`src/rtl/ram_bus_arbiter_if.sv`:
```
// Bus bundle between the two RAM requesters, the arbiter and the RAM/decode side.
// The slave modport is the arbiter's view; master is the requesters' and RAM's view.
interface ram_bus_arbiter_if #(
  parameter int AW = 16,
  parameter int DW = 16
);
  logic          m0_req;
  logic          m0_we;
  logic [AW-1:0] m0_addr;
  logic [DW-1:0] m0_wdata;
  logic          m0_gnt;
  logic          m0_done;
  logic [DW-1:0] m0_rdata;

  logic          m1_req;
  logic          m1_we;
  logic [AW-1:0] m1_addr;
  logic [DW-1:0] m1_wdata;
  logic          m1_gnt;
  logic          m1_done;
  logic [DW-1:0] m1_rdata;

  logic [AW-1:0] mem_addr;
  logic [DW-1:0] mem_wdata;
  logic          mem_write;
  logic          mem_read;
  logic [DW-1:0] mem_rdata;
  logic          busy;

  modport slave (
    input  m0_req, m0_we, m0_addr, m0_wdata,
    output m0_gnt, m0_done, m0_rdata,
    input  m1_req, m1_we, m1_addr, m1_wdata,
    output m1_gnt, m1_done, m1_rdata,
    output mem_addr, mem_wdata, mem_write, mem_read, busy,
    input  mem_rdata
  );

  modport master (
    output m0_req, m0_we, m0_addr, m0_wdata,
    input  m0_gnt, m0_done, m0_rdata,
    output m1_req, m1_we, m1_addr, m1_wdata,
    input  m1_gnt, m1_done, m1_rdata,
    input  mem_addr, mem_wdata, mem_write, mem_read, busy,
    output mem_rdata
  );
endinterface

```
`src/rtl/ram_bus_arbiter.sv`:
```
// Two-port round-robin arbiter serialising accesses onto one data-RAM bus.
// Define ARB_FIXED_PRIO_EN to make port 0 always win a tie (no round-robin state).
module ram_bus_arbiter #(
  parameter int AW       = 16,
  parameter int DW       = 16,
  parameter int READ_LAT = 1
) (
  input  logic             clk,
  input  logic             rst,
  ram_bus_arbiter_if.slave bus
);

  typedef enum logic [1:0] {IDLE, ISSUE, WAIT, DONE} state_t;

  state_t        r_state;
  state_t        w_state_next;
  logic          r_win;
  logic          r_we;
  logic [AW-1:0] r_addr;
  logic [DW-1:0] r_wdata;
  logic [DW-1:0] r_rdata0;
  logic [DW-1:0] r_rdata1;
  logic [2:0]    r_cnt;

  logic w_any_req;
  logic w_win;
  logic w_lat_hit;
  logic w_gnt;
  logic w_done;
  logic w_write;
  logic w_read;

  assign w_any_req = bus.m0_req | bus.m1_req;
  // r_cnt holds the index of the current WAIT cycle, ISSUE being cycle 0
  assign w_lat_hit = (r_cnt == 3'(READ_LAT));

`ifdef ARB_FIXED_PRIO_EN
  assign w_win = ~bus.m0_req;
`else
  logic r_rr_last;

  assign w_win = (bus.m0_req & bus.m1_req) ? ~r_rr_last : bus.m1_req;

  always_ff @(posedge clk) begin
    if (rst) begin
      r_rr_last <= 1'b1;
    end else if (r_state == IDLE && w_any_req) begin
      r_rr_last <= w_win;
    end
  end
`endif

  always_comb begin
    w_state_next = r_state;
    w_gnt        = 1'b0;
    w_done       = 1'b0;
    w_write      = 1'b0;
    w_read       = 1'b0;
    unique case (r_state)
      IDLE: begin
        if (w_any_req) w_state_next = ISSUE;
      end
      ISSUE: begin
        w_gnt        = 1'b1;
        w_write      = r_we;
        w_read       = ~r_we;
        w_state_next = r_we ? DONE : WAIT;
      end
      WAIT: begin
        if (w_lat_hit) w_state_next = DONE;
      end
      DONE: begin
        w_done       = 1'b1;
        w_state_next = IDLE;
      end
      default: w_state_next = IDLE;
    endcase
  end

  always_ff @(posedge clk) begin
    if (rst) begin
      r_state  <= IDLE;
      r_win    <= 1'b0;
      r_we     <= 1'b0;
      r_addr   <= '0;
      r_wdata  <= '0;
      r_rdata0 <= '0;
      r_rdata1 <= '0;
      r_cnt    <= '0;
    end else begin
      r_state <= w_state_next;
      unique case (r_state)
        IDLE: begin
          if (w_any_req) begin
            r_win   <= w_win;
            r_we    <= w_win ? bus.m1_we    : bus.m0_we;
            r_addr  <= w_win ? bus.m1_addr  : bus.m0_addr;
            r_wdata <= w_win ? bus.m1_wdata : bus.m0_wdata;
          end
        end
        ISSUE: r_cnt <= 3'd1;
        WAIT: begin
          r_cnt <= r_cnt + 3'd1;
          if (w_lat_hit) begin
            if (r_win) r_rdata1 <= bus.mem_rdata;
            else       r_rdata0 <= bus.mem_rdata;
          end
        end
        default: ;
      endcase
    end
  end

  // Address/data hold their captured value outside ISSUE; only the strobes qualify them
  assign bus.mem_addr  = r_addr;
  assign bus.mem_wdata = r_wdata;
  assign bus.mem_write = w_write;
  assign bus.mem_read  = w_read;
  assign bus.busy      = (r_state != IDLE);
  assign bus.m0_gnt    = w_gnt & ~r_win;
  assign bus.m1_gnt    = w_gnt & r_win;
  assign bus.m0_done   = w_done & ~r_win;
  assign bus.m1_done   = w_done & r_win;
  assign bus.m0_rdata  = r_rdata0;
  assign bus.m1_rdata  = r_rdata1;

endmodule

```
`src/flat_wrapper.sv`:
```
// flat-port wrapper written by rule: the top's interface ports become plain ports
module ram_bus_arbiter_flat 
#(
  parameter int AW       = 16,
  parameter int DW       = 16,
  parameter int READ_LAT = 1
)
  (clk, rst, bus_m0_req, bus_m0_we, bus_m0_addr, bus_m0_wdata, bus_m0_gnt, bus_m0_done, bus_m0_rdata, bus_m1_req, bus_m1_we, bus_m1_addr, bus_m1_wdata, bus_m1_gnt, bus_m1_done, bus_m1_rdata, bus_mem_addr, bus_mem_wdata, bus_mem_write, bus_mem_read, bus_busy, bus_mem_rdata);
  ram_bus_arbiter_if #(.AW(AW), .DW(DW)) bus_i ();
  input  logic clk;
  input  logic rst;
  input wire logic [$bits(bus_i.m0_req)-1:0] bus_m0_req;
  input wire logic [$bits(bus_i.m0_we)-1:0] bus_m0_we;
  input wire logic [$bits(bus_i.m0_addr)-1:0] bus_m0_addr;
  input wire logic [$bits(bus_i.m0_wdata)-1:0] bus_m0_wdata;
  output wire logic [$bits(bus_i.m0_gnt)-1:0] bus_m0_gnt;
  output wire logic [$bits(bus_i.m0_done)-1:0] bus_m0_done;
  output wire logic [$bits(bus_i.m0_rdata)-1:0] bus_m0_rdata;
  input wire logic [$bits(bus_i.m1_req)-1:0] bus_m1_req;
  input wire logic [$bits(bus_i.m1_we)-1:0] bus_m1_we;
  input wire logic [$bits(bus_i.m1_addr)-1:0] bus_m1_addr;
  input wire logic [$bits(bus_i.m1_wdata)-1:0] bus_m1_wdata;
  output wire logic [$bits(bus_i.m1_gnt)-1:0] bus_m1_gnt;
  output wire logic [$bits(bus_i.m1_done)-1:0] bus_m1_done;
  output wire logic [$bits(bus_i.m1_rdata)-1:0] bus_m1_rdata;
  output wire logic [$bits(bus_i.mem_addr)-1:0] bus_mem_addr;
  output wire logic [$bits(bus_i.mem_wdata)-1:0] bus_mem_wdata;
  output wire logic [$bits(bus_i.mem_write)-1:0] bus_mem_write;
  output wire logic [$bits(bus_i.mem_read)-1:0] bus_mem_read;
  output wire logic [$bits(bus_i.busy)-1:0] bus_busy;
  input wire logic [$bits(bus_i.mem_rdata)-1:0] bus_mem_rdata;
  assign bus_i.m0_req = bus_m0_req;
  assign bus_i.m0_we = bus_m0_we;
  assign bus_i.m0_addr = bus_m0_addr;
  assign bus_i.m0_wdata = bus_m0_wdata;
  assign bus_m0_gnt = bus_i.m0_gnt;
  assign bus_m0_done = bus_i.m0_done;
  assign bus_m0_rdata = bus_i.m0_rdata;
  assign bus_i.m1_req = bus_m1_req;
  assign bus_i.m1_we = bus_m1_we;
  assign bus_i.m1_addr = bus_m1_addr;
  assign bus_i.m1_wdata = bus_m1_wdata;
  assign bus_m1_gnt = bus_i.m1_gnt;
  assign bus_m1_done = bus_i.m1_done;
  assign bus_m1_rdata = bus_i.m1_rdata;
  assign bus_mem_addr = bus_i.mem_addr;
  assign bus_mem_wdata = bus_i.mem_wdata;
  assign bus_mem_write = bus_i.mem_write;
  assign bus_mem_read = bus_i.mem_read;
  assign bus_busy = bus_i.busy;
  assign bus_i.mem_rdata = bus_mem_rdata;
  ram_bus_arbiter #(.AW(AW), .DW(DW), .READ_LAT(READ_LAT)) u_core (.clk(clk), .rst(rst), .bus(bus_i));
endmodule
```
`config.mk`:
```
export PLATFORM = sky130hd
export DESIGN_NAME = ram_bus_arbiter_flat
export DESIGN_NICKNAME = d
export VERILOG_FILES = /design/src/rtl/ram_bus_arbiter_if.sv /design/src/rtl/ram_bus_arbiter.sv /design/src/flat_wrapper.sv
export SDC_FILE = /design/constraint.sdc
export NUM_CORES = 1
export LEC_CHECK = 0
export ABC_AREA = 1
export BUFFER_PORTS_ARGS = -buffer_cell sky130_fd_sc_hd__buf_2
export CORE_MARGIN = 10
export CORE_UTILIZATION = 40
export CTS_BUF_LIST = sky130_fd_sc_hd__clkbuf_8
export CTS_CLUSTER_SIZE = 30
export DETAILED_ROUTE_END_ITERATION = 8
export PLACE_DENSITY = 0.76
export SLEW_MARGIN = 5
export SYNTH_ARGS = -nofsm -noshare
export SYNTH_HDL_FRONTEND = slang
export SYNTH_SLANG_ARGS = --single-unit
```
`constraint.sdc`:
```
create_clock -name clk -period 1.68 [get_ports clk]
set_input_delay 0.252 -clock clk [delete_from_list [all_inputs] [get_ports clk]]
set_output_delay 0.252 -clock clk [all_outputs]
set_load 0.02 [all_outputs]
```
==> flow_summary.yaml <==
floorplan:
  dieArea_um2: 11770
  rows: 32
  dieWidth_um: 108.5
  core_um2: 7687
  ioPinCount: 157
  start_util_pct: 40.74
  die_height_um: 108.5
setup_path:
  rr_startpoint: "u_core.r_state[0]"
  path_cells: "inv_1, ha_1, inv_2, buf_2"
  cp.arrival_ps: 1350
  required_ps: 1430
  r2r-end: "u_core.bus.mem_addr[15]"
  slowest_delay_ps: 390
  crit_fanout: 5
  worstSetupStartpointType: "register"
  r2r_slack_ps: 110
  crit_slowest_cell: "dfxtp_2"
  crit_buf_inv: 3
  path_class: "reg2out"
  rr_worst_depth: 8
  end_kind: "output port"
  critPathTopFamily: "flip-flops"
placement:
  io_buffer_count: 156
  place_ws_ps: 116.1
  gp_congestion: 0.8206
  placed_area_um2: 3940
  dp_hpwl_um: 7371
  dp_cells: 663
yosys:
  synthTopCellsByCount: "nand2_1, dfxtp_1, nor2_1, a21oi_1, o21ai_0"
  syn_nets: 519
  synth_top_cell_by_area: "dfxtp_1"
  yosysWarnings: 0
  synth_edf_count: 0
  synth_top_flop_cell: "dfxtp_1"
  avgSynthCellArea_um2: 7.369
  ys_top_cells_by_area: "dfxtp_1, nand2_1, a21oi_1, nor2_1, o21ai_0"
  synth_cell_types: 25
  synth_async_sr_flop_share_pct: 0
  synth_cells: 425
  synth_area_um2: 3132
  seq_area_frac_synth_pct: 46.02
  yosys_register_bits: 72
  synth_top_area_share_pct: 46.02
  yosysMostFrequentCell: "nand2_1"
timing:
  fin_ws_ps: 77.54
  period_share_pct: 95.38
  worstMarginPinSlew_ps: 566.7
  slew_headroom_pct: 62.17
  hold_viol: 0
  whs_ps: 136.5
  finalCriticalPeriod_ps: 1602
  fmaxAchievable_mhz: 624.0
  drv_slew: 0
  clock_skew_ps: 8.329
  setup_viol: 0
cts:
  htree_num_levels: 3
  clockBufferDepth: 2
  worstSkewPairLatency_ps: 340
  cts_buffers: 9
  hold_buffers: 0
  clock-sinks: 72
  cts_tree: "done"
  clkTransAtPathRegs_ps: 80
  root_buffer: "clkbuf_8"
worst_hold_path:
  hold_depth: 3
  hold_path.class: "in2reg"
  min_to: "u_core.bus.mem_addr[1]"
  min_from: "bus_m1_addr[1]"
finish:
  final_cell_area_um2: 4220
  drive_above_1_share_pct: 34.14
  finalNetCount: 669
  syn2layout_area_growth_pct: 34.76
  layoutNonFillerInstCount: 682
  diodes: 0
route:
  vias_per_cell: 4.893
  drc_errors: 0
  ant_nets: 0
  routed_wl_um: 10000
  wire_per_inst_um: 14.67
  vias: 3337
  dr.pass1.iters: 4
  drt_iter0_drc: 148
power_and_ir_drop:
  peakVddDrop_mv: 0.5763
  pwr_density_cell_nw_per_um2: 1507
  power_mw: 6.361
  leakage_nw: 2.188
status:
  status: "completed"
global_routing:
  antenna_found_initial: 0
  grt_pass1_wl_um: 15310
  grt-ovfl-total: 0
  first_global_vias: 3237
  grt_max_degree: 55
  grt_usage_pct: 15.90
run:
  maxCapViolCount: 0
==> worst register-to-register path, delay by kind of cell (launching register included) <==
family,cells,cell delay [ps]
AO/OA/AOI/OAI,1,150
adder cells (fa/ha/maj),1,220
buffers and inverters,3,450
flip-flops,1,360
AND/OR/NAND/NOR,3,290
==> kinds of logic (layout without fill, tap and decap cells) <==
kind of cell,after synthesis,count (layout),share of synthesized area [%]
adder cells (fa/ha/maj),8,8,3.196
flip-flops,72,72,46.02
AO/OA/AOI/OAI,107,107,17.38
buffers and inverters,44,199,7.591
AND/OR/NAND/NOR,194,194,25.81
==> per-stage QoR <==
stage | setup TNS, ps | utilization, %
final | 0 | 54.90
after global routing | -5.477 | 54.90
after CTS | 0 | 54.12
after detailed placement | 0 | 51.25
after global placement | 0 | 51.25
after floorplan | 0 | -
==> worst max-delay path by stage <==
stage	slack, ps	startpoint	to	depth (start not counted)
finish	80	u_core.r_state[0]	bus_busy	4
CTS	8	u_core.r_state[1]	bus_m0_gnt	5
detailed placement	120	u_core.r_state[0]	u_core.bus.mem_addr[15]	8
global placement	180	u_core.r_state[0]	u_core.bus.mem_addr[11]	8
floorplan	230	u_core.r_state[0]	u_core.bus.mem_wdata[5]	8
global route	-5	u_core.r_state[0]	u_core.bus.mem_addr[13]	8
==> timing repair <==
item                                    in CTS  in global routing
setup buffers                                0                  2
gates resized for setup                      0                  6
hold endpoints to repair                     0                  0
endpoints found under the setup margin       0                 11
==> cells in the final DEF (no fill, tap or decap), types with 2 or more instances in the layout <==
master	count
ha_1	6
o21ai_0	50
nor2_4	2
inv_1	15
buf_2	155
inv_2	4
dfxtp_2	2
buf_4	7
nand2_1	97
buf_12	2
nand2_2	2
nor2_1	68
bufinv_16	2
nand3_1	18
o21ai_1	3
dfxtp_1	70
nor2_2	4
clkbuf_8	10
clkinv_2	2
a21oi_1	51
==> power by group <==
group	switching, mW	total (mW)	internal (mW)
Combinational	1.64	2.53	0.895
Clock	0.642	1.51	0.872
Sequential	0.217	2.31	2.10
Total	2.50	6.36	3.86
==> area by class of cell <==
cell class / count / area [um2]
inverter: 18 / 67.56
clock inverter: 6 / 82.58
tap: 102 / 127.6
clock buffer: 10 / 137.6
timing repair buffer: 165 / 893.4
multi-input combinational: 309 / 1468
fill: 783 / 3467
sequential: 72 / 1444
==> registers in the layout, indices dropped and copies added (netlist names) <==
register / count
u_core.r_state: 2
u_core.r_cnt: 3
u_core.bus.m0_rdata: 16
u_core.r_we: 1
u_core.r_win: 1
u_core.r_rr_last: 1
u_core.bus.mem_addr: 16
u_core.bus.m1_rdata: 16
u_core.bus.mem_wdata: 16
==> metal layers <==
layer	global-route usage, %	up-vias	routed length, um
li1	-	1681	-
met1	16.99	1531	3834
met2	29.70	108	5441
met3	3.331	17	557
met4	6.309	0	172
met5	0	-	0
No activity file was read; power rests on OpenSTA's default activity.
